### src/rtl/ifu_fetch_if.sv
// ifu_fetch_if: memory, decode and redirect signals of the fetch stage.
interface ifu_fetch_if;
  logic        mem_req_valid;
  logic        mem_req_ready;
  logic [31:0] mem_req_addr;
  logic        mem_resp_valid;
  logic [31:0] mem_resp_data;
  logic        mem_resp_err;
  logic        inst_valid;
  logic        inst_ready;
  logic [31:0] inst;
  logic [31:0] inst_pc;
  logic        redirect_valid;
  logic [31:0] redirect_pc;
  logic        fault;
  logic [31:0] fault_pc;
  modport master (
    output mem_req_valid, mem_req_addr, inst_valid, inst, inst_pc, fault, fault_pc,
    input  mem_req_ready, mem_resp_valid, mem_resp_data, mem_resp_err, inst_ready,
           redirect_valid, redirect_pc
  );
  modport slave (
    input  mem_req_valid, mem_req_addr, inst_valid, inst, inst_pc, fault, fault_pc,
    output mem_req_ready, mem_resp_valid, mem_resp_data, mem_resp_err, inst_ready,
           redirect_valid, redirect_pc
  );
endinterface

### src/rtl/ifu_fetch.sv
// ifu_fetch: single-outstanding instruction fetch with redirect and sticky fault.
module ifu_fetch #(
  parameter logic [31:0] RESET_PC = 32'h8000_0000,
  parameter logic [31:0] PC_STEP  = 32'd4
) (
  input  logic        clk,
  input  logic        rst_n,
  ifu_fetch_if.master ifc
);
  typedef enum logic [2:0] {IDLE, REQ, WAIT, HOLD, FAULT} state_t;
  state_t      state_q, state_d;
  logic [31:0] pc_q, pc_d, inst_q, inst_d, inst_pc_q, inst_pc_d, fault_pc_q, fault_pc_d;
  logic        fault_q, fault_d, drop_q, drop_d;
  logic        redir_wait;
  always_ff @(posedge clk or negedge rst_n) begin
    if (!rst_n) begin
      state_q    <= IDLE;
      pc_q       <= RESET_PC;
      inst_q     <= '0;
      inst_pc_q  <= '0;
      fault_q    <= 1'b0;
      fault_pc_q <= '0;
      drop_q     <= 1'b0;
    end else begin
      state_q    <= state_d;
      pc_q       <= pc_d;
      inst_q     <= inst_d;
      inst_pc_q  <= inst_pc_d;
      fault_q    <= fault_d;
      fault_pc_q <= fault_pc_d;
      drop_q     <= drop_d;
    end
  end
  // A redirect keeps us in WAIT only when a request is (or becomes) outstanding
  // and its response has not arrived yet; that response must then be dropped.
  assign redir_wait = (state_q == REQ && ifc.mem_req_ready) ||
                      (state_q == WAIT && !ifc.mem_resp_valid);
  always_comb begin
    state_d    = state_q;
    pc_d       = pc_q;
    inst_d     = inst_q;
    inst_pc_d  = inst_pc_q;
    fault_d    = fault_q;
    fault_pc_d = fault_pc_q;
    drop_d     = drop_q;
    case (state_q)
      IDLE: state_d = REQ;
      REQ:  state_d = ifc.mem_req_ready ? WAIT : REQ;
      WAIT: if (ifc.mem_resp_valid) begin
        if (drop_q) begin
          drop_d  = 1'b0;
          state_d = REQ;
        end else if (ifc.mem_resp_err) begin
          fault_d    = 1'b1;
          fault_pc_d = pc_q;
          state_d    = FAULT;
        end else begin
          inst_d    = ifc.mem_resp_data;
          inst_pc_d = pc_q;
          state_d   = HOLD;
        end
      end
      HOLD: if (ifc.inst_ready) begin
        pc_d    = pc_q + PC_STEP;
        state_d = REQ;
      end
      FAULT:   state_d = FAULT;
      default: state_d = IDLE;
    endcase
    if (ifc.redirect_valid) begin
      pc_d       = ifc.redirect_pc & ~32'd3;
      inst_d     = inst_q;
      inst_pc_d  = inst_pc_q;
      fault_d    = 1'b0;
      fault_pc_d = fault_pc_q;
      drop_d     = redir_wait;
      state_d    = redir_wait ? WAIT : REQ;
    end
  end
  assign ifc.mem_req_valid = state_q == REQ;
  assign ifc.mem_req_addr  = pc_q;
  assign ifc.inst_valid    = state_q == HOLD;
  assign ifc.inst          = inst_q;
  assign ifc.inst_pc       = inst_pc_q;
  assign ifc.fault         = fault_q;
  assign ifc.fault_pc      = fault_pc_q;
endmodule

### src/flat_wrapper.sv
// flat-port wrapper written by rule: the top's interface ports become plain ports
module ifu_fetch_flat 
#(
  parameter logic [31:0] RESET_PC = 32'h8000_0000,
  parameter logic [31:0] PC_STEP  = 32'd4
)
  (clk, rst_n, ifc_mem_req_valid, ifc_mem_req_addr, ifc_inst_valid, ifc_inst, ifc_inst_pc, ifc_fault, ifc_fault_pc, ifc_mem_req_ready, ifc_mem_resp_valid, ifc_mem_resp_data, ifc_mem_resp_err, ifc_inst_ready, ifc_redirect_valid, ifc_redirect_pc);
  ifu_fetch_if ifc_i ();
  input  logic clk;
  input  logic rst_n;
  output wire logic [$bits(ifc_i.mem_req_valid)-1:0] ifc_mem_req_valid;
  output wire logic [$bits(ifc_i.mem_req_addr)-1:0] ifc_mem_req_addr;
  output wire logic [$bits(ifc_i.inst_valid)-1:0] ifc_inst_valid;
  output wire logic [$bits(ifc_i.inst)-1:0] ifc_inst;
  output wire logic [$bits(ifc_i.inst_pc)-1:0] ifc_inst_pc;
  output wire logic [$bits(ifc_i.fault)-1:0] ifc_fault;
  output wire logic [$bits(ifc_i.fault_pc)-1:0] ifc_fault_pc;
  input wire logic [$bits(ifc_i.mem_req_ready)-1:0] ifc_mem_req_ready;
  input wire logic [$bits(ifc_i.mem_resp_valid)-1:0] ifc_mem_resp_valid;
  input wire logic [$bits(ifc_i.mem_resp_data)-1:0] ifc_mem_resp_data;
  input wire logic [$bits(ifc_i.mem_resp_err)-1:0] ifc_mem_resp_err;
  input wire logic [$bits(ifc_i.inst_ready)-1:0] ifc_inst_ready;
  input wire logic [$bits(ifc_i.redirect_valid)-1:0] ifc_redirect_valid;
  input wire logic [$bits(ifc_i.redirect_pc)-1:0] ifc_redirect_pc;
  assign ifc_mem_req_valid = ifc_i.mem_req_valid;
  assign ifc_mem_req_addr = ifc_i.mem_req_addr;
  assign ifc_inst_valid = ifc_i.inst_valid;
  assign ifc_inst = ifc_i.inst;
  assign ifc_inst_pc = ifc_i.inst_pc;
  assign ifc_fault = ifc_i.fault;
  assign ifc_fault_pc = ifc_i.fault_pc;
  assign ifc_i.mem_req_ready = ifc_mem_req_ready;
  assign ifc_i.mem_resp_valid = ifc_mem_resp_valid;
  assign ifc_i.mem_resp_data = ifc_mem_resp_data;
  assign ifc_i.mem_resp_err = ifc_mem_resp_err;
  assign ifc_i.inst_ready = ifc_inst_ready;
  assign ifc_i.redirect_valid = ifc_redirect_valid;
  assign ifc_i.redirect_pc = ifc_redirect_pc;
  ifu_fetch #(.RESET_PC(RESET_PC), .PC_STEP(PC_STEP)) u_core (.clk(clk), .rst_n(rst_n), .ifc(ifc_i));
endmodule
### config.mk
export PLATFORM = sky130hd
export DESIGN_NAME = ifu_fetch_flat
export DESIGN_NICKNAME = d
export VERILOG_FILES = /design/src/rtl/ifu_fetch_if.sv /design/src/rtl/ifu_fetch.sv /design/src/flat_wrapper.sv
export SDC_FILE = /design/constraint.sdc
export NUM_CORES = 1
export LEC_CHECK = 0
export BUFFER_PORTS_ARGS = -buffer_cell sky130_fd_sc_hd__buf_4
export CAP_MARGIN = 20
export CORE_MARGIN = 2
export CORE_UTILIZATION = 40
export CTS_CLUSTER_SIZE = 12
export DETAILED_ROUTE_END_ITERATION = 12
export PLACE_DENSITY = 0.76
export RECOVER_POWER = 100
export REMOVE_ABC_BUFFERS = 1
export SYNTH_ARGS = -nofsm -noshare
export SYNTH_HDL_FRONTEND = slang
export SYNTH_SLANG_ARGS = --single-unit
### constraint.sdc
create_clock -name clk -period 2.4 [get_ports clk]
set_input_delay 0.24 -clock clk [delete_from_list [all_inputs] [get_ports clk]]
set_output_delay 0.24 -clock clk [all_outputs]
set_load 0.1 [all_outputs]
== Word-level counts from Yosys, hierarchy flattened ==
Index checks and enable logic that the tools add are counted.

* Bits of input ports: 71
* Output and inout port bits: 131
* Flip-flop bits (word level): 133
* Logic and storage cells: 53

* Bitwise operators: 3
* Multiplexer cells: 19
* Equal/unequal tests: 7
* Add/sub/neg operators: 1
* Reduce and logical (&&, ||, !) cells: 16

{| class="wikitable"
|+ Operators with widths
! kind !! count
|-
| 32-bit two-way mux || 3
|-
| 32-bit by 3-bit adder with 32-bit output (second input constant) || 1
|-
| 3-bit two-way mux || 5
|-
| 3-bit case mux with 5 select lines || 1
|-
| 5-bit AND reduction || 2
|-
| 2-bit nonzero test || 5
|-
| 1-bit two-way mux || 8
|-
| 3-bit by 2-bit == test with 1-bit output (second input constant) || 2
|-
| 2-bit AND reduction || 3
|-
| 2-bit two-way mux || 2
|-
| 4-bit AND reduction || 1
|-
| 3-bit by 1-bit == test with 1-bit output (second input constant) || 1
|-
| 3-bit == test (second input constant) || 1
|-
| 3-bit zero test || 1
|-
| 3-bit by 1-bit inequality test with 1-bit output (second input constant) || 1
|-
| 3-bit inequality test (second input constant) || 1
|-
| 1-bit NOT || 3
|-
| 1-bit logical AND || 2
|-
| 2-bit inequality test (second input constant) || 1
|-
| 1-bit zero test || 1
|-
| 1-bit logical OR || 1
|}

== Logic depth before layout (Yosys ltp) ==
Gate-level depths: netlist (run 1).

* Word-level depth: 5
* Gate-level depth with buffers: 7
* Mapped depth without buffers: 6

== Least setup slack after synthesis (run 1) ==
OpenSTA, ideal clock, no wires.

* Path kind: reg2out
* Start point: reg u_core.state_q[0]
* End point: out ifc_mem_req_valid
* Stages on the path, launching flop included: 3
* Arrival time: 2.663 ns
* Path slack: -0.503 ns
* Path buffers: 1
* Cells stage by stage: dfrtp_1 -> buf_2 -> nor3b_1

* Longest elaborated chain between the ends: 1

{| class="wikitable"
|+ RTL lines
! what !! RTL line !! RTL
|-
| start: declaration || ifu_fetch.sv:11 || <nowiki>state_t state_q, state_d;</nowiki>
|-
| start signal: assignment || ifu_fetch.sv:25 || <nowiki>state_q <= state_d;</nowiki>
|-
| 3-bit by 1-bit == test with 1-bit output || ifu_fetch.sv:80 || <nowiki>assign ifc.mem_req_valid = state_q == REQ;</nowiki>
|-
| end: declaration || flat_wrapper.sv:11 || <nowiki>output wire logic [$bits(ifc_i.mem_req_valid)-1:0] ifc_mem_req_valid;</nowiki>
|}

Every way passes these cells.

== Worst setup path in the final report (run 1) ==
* Start point: reg u_core.state_q[2]
* End point: reg u_core.inst_pc_q[14] (netlist: u_core.ifc.inst_pc[14])

* Longest elaborated chain between the ends: 2

{| class="wikitable"
|+ RTL lines
! what !! RTL line !! RTL
|-
| 3-bit by 2-bit == test with 1-bit output || ifu_fetch.sv:46 || <nowiki>case (state_q)</nowiki>
|-
| 5-bit AND reduction (no line) || -- ||
|-
| end signal: assignment || ifu_fetch.sv:28 || <nowiki>inst_pc_q <= inst_pc_d;</nowiki>
|-
| end: declaration || ifu_fetch.sv:12 || <nowiki>logic [31:0] pc_q, pc_d, inst_q, inst_d, inst_pc_q, inst_pc_d, fault_pc_q, fault_pc_d;</nowiki>
|}

Every way passes these cells.
A chain may end at the register's enable or synchronous reset.

==> results of run 1 <==
layout make-up:
class | instances | area [um2]
fill | 1287 | 6500
sequential | 127 | 3180
multi-input combinational | 285 | 2150
timing repair buffer | 207 | 1100
clock buffer | 24 | 472
tap | 180 | 225
clock inverter | 7 | 62.6
inverter | 8 | 30.0
worst paths after layout:
path                            slack, ns                     from                          to  depth (start not counted)
worst max register to register       0.23        u_core.state_q[2]      u_core.ifc.inst_pc[14]                          5
worst max-delay path                 0.23        u_core.state_q[2]      u_core.ifc.inst_pc[14]                          5
min in group asynchronous            0.39                    rst_n            u_core.ifc.fault                          2
worst min register to register       0.48  u_core.ifc.fault_pc[18]     u_core.ifc.fault_pc[18]                          2
worst min-delay path                 0.04       ifc_redirect_pc[2]  u_core.ifc.mem_req_addr[2]                          3
max in group asynchronous            0.85                    rst_n      u_core.ifc.inst_pc[19]                          3
flip-flops by register name, summed over array words and instances (netlist names):
| signal | count |
|---|---|
| u_core.state_q | 3 |
| u_core.ifc.inst | 32 |
| u_core.drop_q | 1 |
| u_core.ifc.mem_req_addr | 30 |
| u_core.ifc.fault_pc | 30 |
| u_core.ifc.inst_pc | 30 |
| u_core.ifc.fault | 1 |
routing by layer:
layer | vias up | part of all wire (%)
met5 | - | 0
met4 | 0 | 1.5
met3 | 19 | 6.8
met2 | 146 | 50
met1 | 2074 | 42
li1 | 1944 | -
logic make-up (layout without fill, tap and decap cells):
family	Yosys count	in the layout	synth area share [%]
AND/OR/NAND/NOR	117	117	12.4
AO/OA/AOI/OAI	43	43	4.07
other	1	6	0.0674
flip-flops	127	127	57.1
multiplexers	90	90	18.2
adder cells (fa/ha/maj)	1	1	0.225
buffers and inverters	38	246	3.49
XOR/XNOR	28	28	4.41
critical path, stage by stage (launching register included):
cell and delay (ns):
dfrtp_1 0.46, nand2b_1 0.23, nor2_1 0.26, and3b_1 0.29
clkbuf_4 0.40, mux2_2 0.39
cells in the final DEF (no fill, tap or decap), drive strengths merged, types with 11 or more instances in the layout:
| cell type | Yosys | final |
|---|---|---|
| buf | 20 | 73 |
| nand2 | 43 | 43 |
| xnor2 | 22 | 22 |
| mux2 | 89 | 89 |
| nor3 | 12 | 12 |
| dfrtp | 126 | 126 |
| nand3 | 11 | 11 |
| clkbuf | 10 | 157 |
| o21ai | 38 | 38 |
repair_timing:
item / 4_1_cts / 5_1_grt
endpoints found under the hold margin: 63 / 0
setup buffers: 0 / 0
hold buffers: 1 / 0
through the flow:
stage,utilization (%),setup WS (ns),TNS [ns]
final,52.6,0.230,0
after detailed placement,52.6,0.353,0
after floorplan,-,-0.502,-27.41
after CTS,56.5,0.341,0
after global routing,52.6,0.141,0
after global placement,52.6,0.409,0
==> impl_metrics.csv, run 1 <==
group,metric,value,unit
sta,grt_setup_unrepaired,"false",
cts,cts_made_buffers,17,
sta,hold_viol_final,0,
grt,grt_pass1_vias,4151,
logic_synthesis,yosys.area.top_type_share,56.7,%
logic_synthesis,synth-edff-count,0,
grt,antenna_found_initial,0,
grt,top_usage_layer,"met2",
floorplan,rows,43,
detailed_routing,drt-pass1-iter-count,6,
logic_synthesis,synth.ff_latch_count,127,
detailed_routing,ant_nets,0,
worst_hold_path,hp-class,"input port to flip-flop",
sta,tightest_slew,1.24,ns
placement,dp_cells,806,
sta,fin_crit_sh,90.4,%
finish,postLayoutCellArea,7220,um2
sta,period_needed,2.17,ns
finish,drive_gt1_share,32.2,%
sta,slew_viol_final,0,
grt,gr-usage-met2,31.0,%
setup_path,crit_type,"flip-flop to flip-flop",
cts,cts_resized,0,
finish,antenna_cells,0,
grt,track_usage,18.7,%
placement,hpwlAfterDp,9.81,mm
logic_synthesis,synth-main-ff-cell,"dfrtp_1",
grt,gr-usage-met3,5.95,%
setup_path,cp-end-kind,"flip-flop",
detailed_routing,vias,4183,
grt,grt_overflow,0,
setup_path,path_max_fanout,24,
floorplan,coreArea,13700,um2
cts,cts_sinks,127,
logic_synthesis,synth_area_leaders,"dfrtp_1 57%, mux2_2 18%, xnor2_1 3.5%",
floorplan,pin_count,202,
floorplan,start_util,40.6,%
cts,tritoncts,"built",
detailed_routing,wl_per_cell,16.5,um
logic_synthesis,yosysWarnings,0,
finish,fin_cells,838,
cts,clkSlewWorstSetupHoldPaths,0.05,ns
logic_synthesis,synth_common_cells,"126 x dfrtp_1, 89 x mux2_2, 43 x nand2_1, 24 x o21ai_0, 22 x xnor2_1",
logic_synthesis,syn_avg_cell_area,12.5,um2
cts,clockBufferDepth,2,
status,outcome,"finished clean",
sta,fmax,0.461,GHz
logic_synthesis,yosys.area.top_type,"dfrtp_1",
logic_synthesis,synth_cell_types,40,
floorplan,die_h,122,um
detailed_routing,drt-total-wl,13.8,mm
setup_path,start_kind,"flip-flop",
detailed_routing,viasPerCell,4.99,
detailed_routing,drt_iter0_drc,191,
floorplan,die_x,122,um
job,max-cap-violations,0,
sta,setup_viol_count_final,0,
finish,layout-area-overhead-vs-synth,29.7,%
logic_synthesis,synthCells,445,
floorplan,die_area,14900,um2
logic_synthesis,async_flop_share,100,%
finish,final_nets,718,
cts,h-tree-depth,4,
placement,portBuffers,193,
grt,grt_use_met1,22.9,%
cts,cts_root_buf,"clkbuf_16",
logic_synthesis,synth_area,5560,um2
sta,max_slew_margin,17.6,%
cts,clk_latency,0.41,ns
setup_path,critPathRequiredTime,2.69,ns
sta,finClkSkew,0.0107,ns
placement,dpl_cell_area,7210,um2
sta,whs,0.0368,ns
logic_synthesis,yosysSeqAreaShare,57.1,%
setup_path,worstPathArrival,2.46,ns
detailed_routing,remaining_drc_errors,0,
grt,grt_pass1_wl,21.2,mm
logic_synthesis,synth.most_common_cell,"dfrtp_1",
placement,gp_congestion,0.784,
grt,grt_max_degree,68,
Power of run 1 is left out: the tool's default activity adds up to more than one toggle a clock period on the data nets, which glitch-free logic cannot reach.
==> run 2, diff against run 1 <==
--- a/config.mk
+++ b/config.mk
@@ -7,13 +7,12 @@
 export LEC_CHECK = 0
 export BUFFER_PORTS_ARGS = -buffer_cell sky130_fd_sc_hd__buf_4
 export CAP_MARGIN = 20
-export CORE_MARGIN = 2
+export CORE_MARGIN = 1.5
 export CORE_UTILIZATION = 40
 export CTS_CLUSTER_SIZE = 12
 export DETAILED_ROUTE_END_ITERATION = 12
 export PLACE_DENSITY = 0.76
 export RECOVER_POWER = 100
-export REMOVE_ABC_BUFFERS = 1
 export SYNTH_ARGS = -nofsm -noshare
 export SYNTH_HDL_FRONTEND = slang
 export SYNTH_SLANG_ARGS = --single-unit
==> impl_metrics.csv, run 2 (synthesis results as in run 1) <==
group,metric,value,unit
grt,antenna_found_initial,0,
placement,portBuffers,193,
worst_hold_path,hp-class,"input port to flip-flop",
status,outcome,"complete, but fails checks",
detailed_routing,vias,4143,
grt,track_usage,19.5,%
cts,cts_resized,0,
finish,layout-area-overhead-vs-synth,29.7,%
detailed_routing,wl_met1,5.72,mm
finish,final_nets,714,
floorplan,rows,42,
cts,h-tree-depth,4,
placement,dp_cells,798,
detailed_routing,drt_iter0_drc,191,
sta,fmax,0.461,GHz
cts,clkSlewWorstSetupHoldPaths,0.06,ns
sta,finClkSkew,0.00749,ns
sta,slew_viol_final,0,
worst_hold_path,hold_start,"ifc_redirect_pc[8]",
grt,grt_overflow,0,
sta,max_slew_margin,0.354,%
sta,setup_viol_count_final,0,
cts,cts_root_buf,"clkbuf_16",
sta,hold_viol_final,0,
cts,clk_latency,0.41,ns
finish,fin_util,53.8,%
setup_path,path_max_fanout,9,
sta,tightest_slew,1.49,ns
sta,period_needed,2.17,ns
finish,final_common_cell,"dfrtp_1",
floorplan,die_area,14600,um2
finish,drive_gt1_share,33.6,%
detailed_routing,ant_nets,0,
sta,whs,0.0388,ns
setup_path,cpPeakStageDelay,0.57,ns
detailed_routing,routed.top_layer,"met4",
finish,antenna_cells,0,
setup_path,rr_startpoint,"u_core.ifc.mem_req_addr[9]",
cts,clockBufferDepth,2,
detailed_routing,drt-pass1-iter-count,4,
setup_path,slowest_stage,"or3_1",
setup_path,crit_type,"flip-flop to flip-flop",
setup_path,start_kind,"flip-flop",
setup_path,cp_cell_sequence,"nand3_2 > or3_1 > clkbuf_1 > nor2_1 > a311o_1 > nand3_1",
detailed_routing,drt-total-wl,13.9,mm
placement,gp_congestion,0.787,
cts,tritoncts,"built",
grt,grt_max_degree,67,
detailed_routing,route.met2.wl,6.85,mm
sta,fin_crit_sh,90.3,%
cts,cts_sinks,127,
worst_hold_path,worstHoldPathCells,3,
detailed_routing,remaining_drc_errors,0,
floorplan,coreArea,13400,um2
grt,grt_pass1_vias,4236,
cts,cts_made_buffers,17,
sta,fin_setup_tns,0,ns
floorplan,die_x,121,um
sta,grt_setup_unrepaired,"false",
setup_path,cp-end-kind,"flip-flop",
floorplan,die_h,121,um
detailed_routing,wl_met3,1.04,mm
setup_path,crit_start,"u_core.ifc.mem_req_addr[9]",
finish,fin_cells,831,
placement,hpwlAfterDp,9.96,mm
finish,largest_reg_flops,32,
setup_path,critPathRequiredTime,2.68,ns
finish,final_cell_mix,"120 x dfrtp_1, 117 x clkbuf_1, 89 x mux2_2",
floorplan,pin_count,202,
status,violations,"max-capacitance violations",
job,max-cap-violations,1,
detailed_routing,viasPerCell,4.99,
floorplan,start_util,41.5,%
setup_path,ff2ff_path_depth,6,
cts,postCtsSetupBuffers,0,
grt,grt_pass1_wl,21.9,mm
setup_path,worstPathArrival,2.45,ns
detailed_routing,wl_per_cell,16.7,um
run 2: path summary, 6_finish.rpt:
path                                                to  slack (ns)
max reg2reg                u_core.ifc.mem_req_addr[25]        0.23
max in group asynchronous           u_core.ifc.inst[8]        0.61
min reg2reg                    u_core.ifc.fault_pc[18]        0.49
max                        u_core.ifc.mem_req_addr[25]        0.23
min                         u_core.ifc.mem_req_addr[8]        0.04
min in group asynchronous      u_core.ifc.fault_pc[14]        0.72
run 2: stage by stage:
step / cell area, um2 / setup WS (ns)
global route: 7220 / 0.0856
CTS: 7770 / 0.281
detailed placement: 7200 / 0.302
finish: 7220 / 0.232
floorplan: 5600 / 0.00117
global placement: 7200 / 0.383
run 2: critical path, delay by kind of cell (launching register included):
kind            cells  cell delay, ns
buf+inv             1            0.28
compound gates      1            0.21
flops               1            0.47
simple gates        4            1.08
run 2: area by class of cell:
cell class / instances / area, um2
clock inverters: 14 / 118
multi-input cells: 285 / 2150
repair buffers: 203 / 1070
flip-flops and latches: 127 / 3190
clock buffers: 18 / 439
inverters: 8 / 30.0
well taps: 176 / 220
fillers: 1254 / 6180
run 2: what timing repair did:
action | in CTS | in global routing
setup endpoints to repair | 0 | 0
hold buffers | 1 | 0
hold endpoints to repair | 54 | 0
run 2: layer usage:
metal | GRT usage (%) | up-vias
li1 | - | 1945
met1 | 23.1 | 2019
met2 | 33.3 | 163
met3 | 5.59 | 16
met4 | 8.09 | 0
met5 | 0 | -
Power of run 2 is left out for the same reason.
==> run 3, diff against run 2 <==
--- a/config.mk
+++ b/config.mk
@@ -13,6 +13,7 @@
 export DETAILED_ROUTE_END_ITERATION = 12
 export PLACE_DENSITY = 0.76
 export RECOVER_POWER = 100
+export SKIP_LAST_GASP = 1
 export SYNTH_ARGS = -nofsm -noshare
 export SYNTH_HDL_FRONTEND = slang
 export SYNTH_SLANG_ARGS = --single-unit
==> constraint.sdc (replaced) <==
create_clock -name clk -period 2.8 [get_ports clk]
set_input_delay 0.28 -clock clk [delete_from_list [all_inputs] [get_ports clk]]
set_output_delay 0.28 -clock clk [all_outputs]
set_load 0.1 [all_outputs]
==> impl_metrics.csv, run 3 (synthesis results as in run 1) <==
group,metric,value,unit
status,outcome,"complete, but fails checks",
status,violations,"max-capacitance violations, max-slew violations",
finish,layout-area-overhead-vs-synth,29.8,%
sta,grt_setup_unrepaired,"false",
floorplan,rows,42,
setup_path,crit_type,"flip-flop to primary output",
sta,hold_viol_final,0,
setup_path,crit_start,"u_core.state_q[1]",
cts,cts_root_buf,"clkbuf_16",
floorplan,die_h,121,um
detailed_routing,remaining_drc_errors,0,
sta,finClkSkew,0.00679,ns
grt,antenna_found_initial,0,
finish,final_cell_mix,"127 x clkbuf_1, 126 x dfrtp_1, 89 x mux2_2",
sta,tightest_slew,1.91,ns
finish,largest_reg_flops,32,
detailed_routing,vias,4120,
setup_path,start_kind,"flip-flop",
sta,period_needed,2.37,ns
cts,clk_latency,0.41,ns
sta,fin_setup_tns,0,ns
grt,grt_max_degree,128,
detailed_routing,viasPerCell,4.98,
setup_path,ff2ff_path_depth,5,
detailed_routing,drt-pass1-iter-count,4,
finish,final_nets,710,
sta,fin_crit_sh,84.5,%
sta,slew_viol_final,33,
floorplan,pin_count,202,
cts,h-tree-depth,4,
placement,hpwlAfterDp,9.31,mm
worst_hold_path,worstHoldPathCells,2,
finish,nFillCells,1265,
setup_path,cp_cell_sequence,"nor2b_1 > nand2_1 > inv_1 > clkbuf_1",
detailed_routing,wl_per_cell,16.1,um
setup_path,critPathRequiredTime,2.52,ns
cts,clkSlewWorstSetupHoldPaths,0.06,ns
placement,gp_congestion,0.786,
grt,track_usage,18.9,%
placement,place_ws,0.640,ns
sta,setup_slack,0.434,ns
setup_path,cp-endpoint,"ifc_inst_valid",
sta,setup_viol_count_final,0,
sta,max_slew_margin,-27.6,%
detailed_routing,ant_nets,0,
finish,drive_gt1_share,30.4,%
setup_path,cpPeakStageDelay,0.86,ns
grt,grt_overflow,0,
grt,grt_pass1_vias,4163,
setup_path,path_max_fanout,8,
job,max-cap-violations,1,
finish,fin_util,53.9,%
setup_path,worstPathArrival,2.09,ns
setup_path,slowest_stage,"clkbuf_1",
setup_path,rr_startpoint,"u_core.state_q[2]",
finish,final_common_cell,"clkbuf_1",
worst_hold_path,hp-class,"input port to flip-flop",
finish,antenna_cells,0,
setup_path,rr_endpoint,"u_core.ifc.inst[15]",
placement,portBuffers,193,
cts,clockBufferDepth,2,
floorplan,die_x,121,um
detailed_routing,drt_iter0_drc,225,
placement,dp_cells,793,
cts,cts_made_buffers,17,
setup_path,cp-end-kind,"primary output",
setup_path,r2r_slack,0.46,ns
detailed_routing,drt-total-wl,13.4,mm
cts,cts_sinks,127,
floorplan,die_area,14600,um2
floorplan,start_util,41.5,%
floorplan,coreArea,13400,um2
cts,tritoncts,"built",
grt,grt_pass1_wl,21.1,mm
sta,fmax,0.423,GHz
finish,fin_cells,827,
[run 3: worst min path at each step]
stage,endpoint,from
floorplan,u_core.drop_q,rst_n
global route,u_core.state_q[0],ifc_inst_ready
CTS,u_core.state_q[0],ifc_inst_ready
finish,u_core.state_q[0],ifc_inst_ready
detailed placement,u_core.ifc.fault_pc[25],u_core.ifc.fault_pc[25]
global placement,u_core.ifc.fault_pc[8],u_core.ifc.fault_pc[8]
[run 3: repair_timing]
item                      4_1_cts  5_1_grt
hold buffers                    0        1
setup buffers                   0        0
resized for setup               0        0
hold endpoints to repair        0       32
[run 3: per-stage QoR]
step           instance area, um2  hold WS, ns
4_1_cts                      7760       0.0590
3_5_place_dp                 7160        0.476
5_1_grt                      7220       0.0582
2_1_floorplan                5590      -0.0156
3_3_place_gp                 7160        0.468
6_report                     7220       0.0773
[run 3: worst max-delay path, delay by kind of cell (launching register included)]
kind | cells | cell delay (ns)
buffers and inverters | 2 | 0.92
flip-flops | 1 | 0.47
AND/OR/NAND/NOR | 2 | 0.28
[run 3: layout make-up]
| cell class | instances | area [um2] | share of cell area, % |
|---|---|---|---|
| clock inverter | 14 | 165 | 2.29 |
| timing repair buffer | 199 | 1050 | 14.6 |
| inverter | 8 | 30.0 | 0.416 |
| sequential | 127 | 3180 | 44.0 |
| clock buffer | 18 | 439 | 6.08 |
| multi-input combinational | 285 | 2140 | 29.6 |
| tap | 176 | 220 | 3.05 |
[run 3: per-layer routing]
layer	wire length [um]	part of all wire [%]	GRT usage, %
met2	6410	48	31.3
met5	0	0	0
met1	5470	41	22.1
met4	346	2.6	8.90
met3	1120	8.4	6.44
Power of run 3 is left out for the same reason.
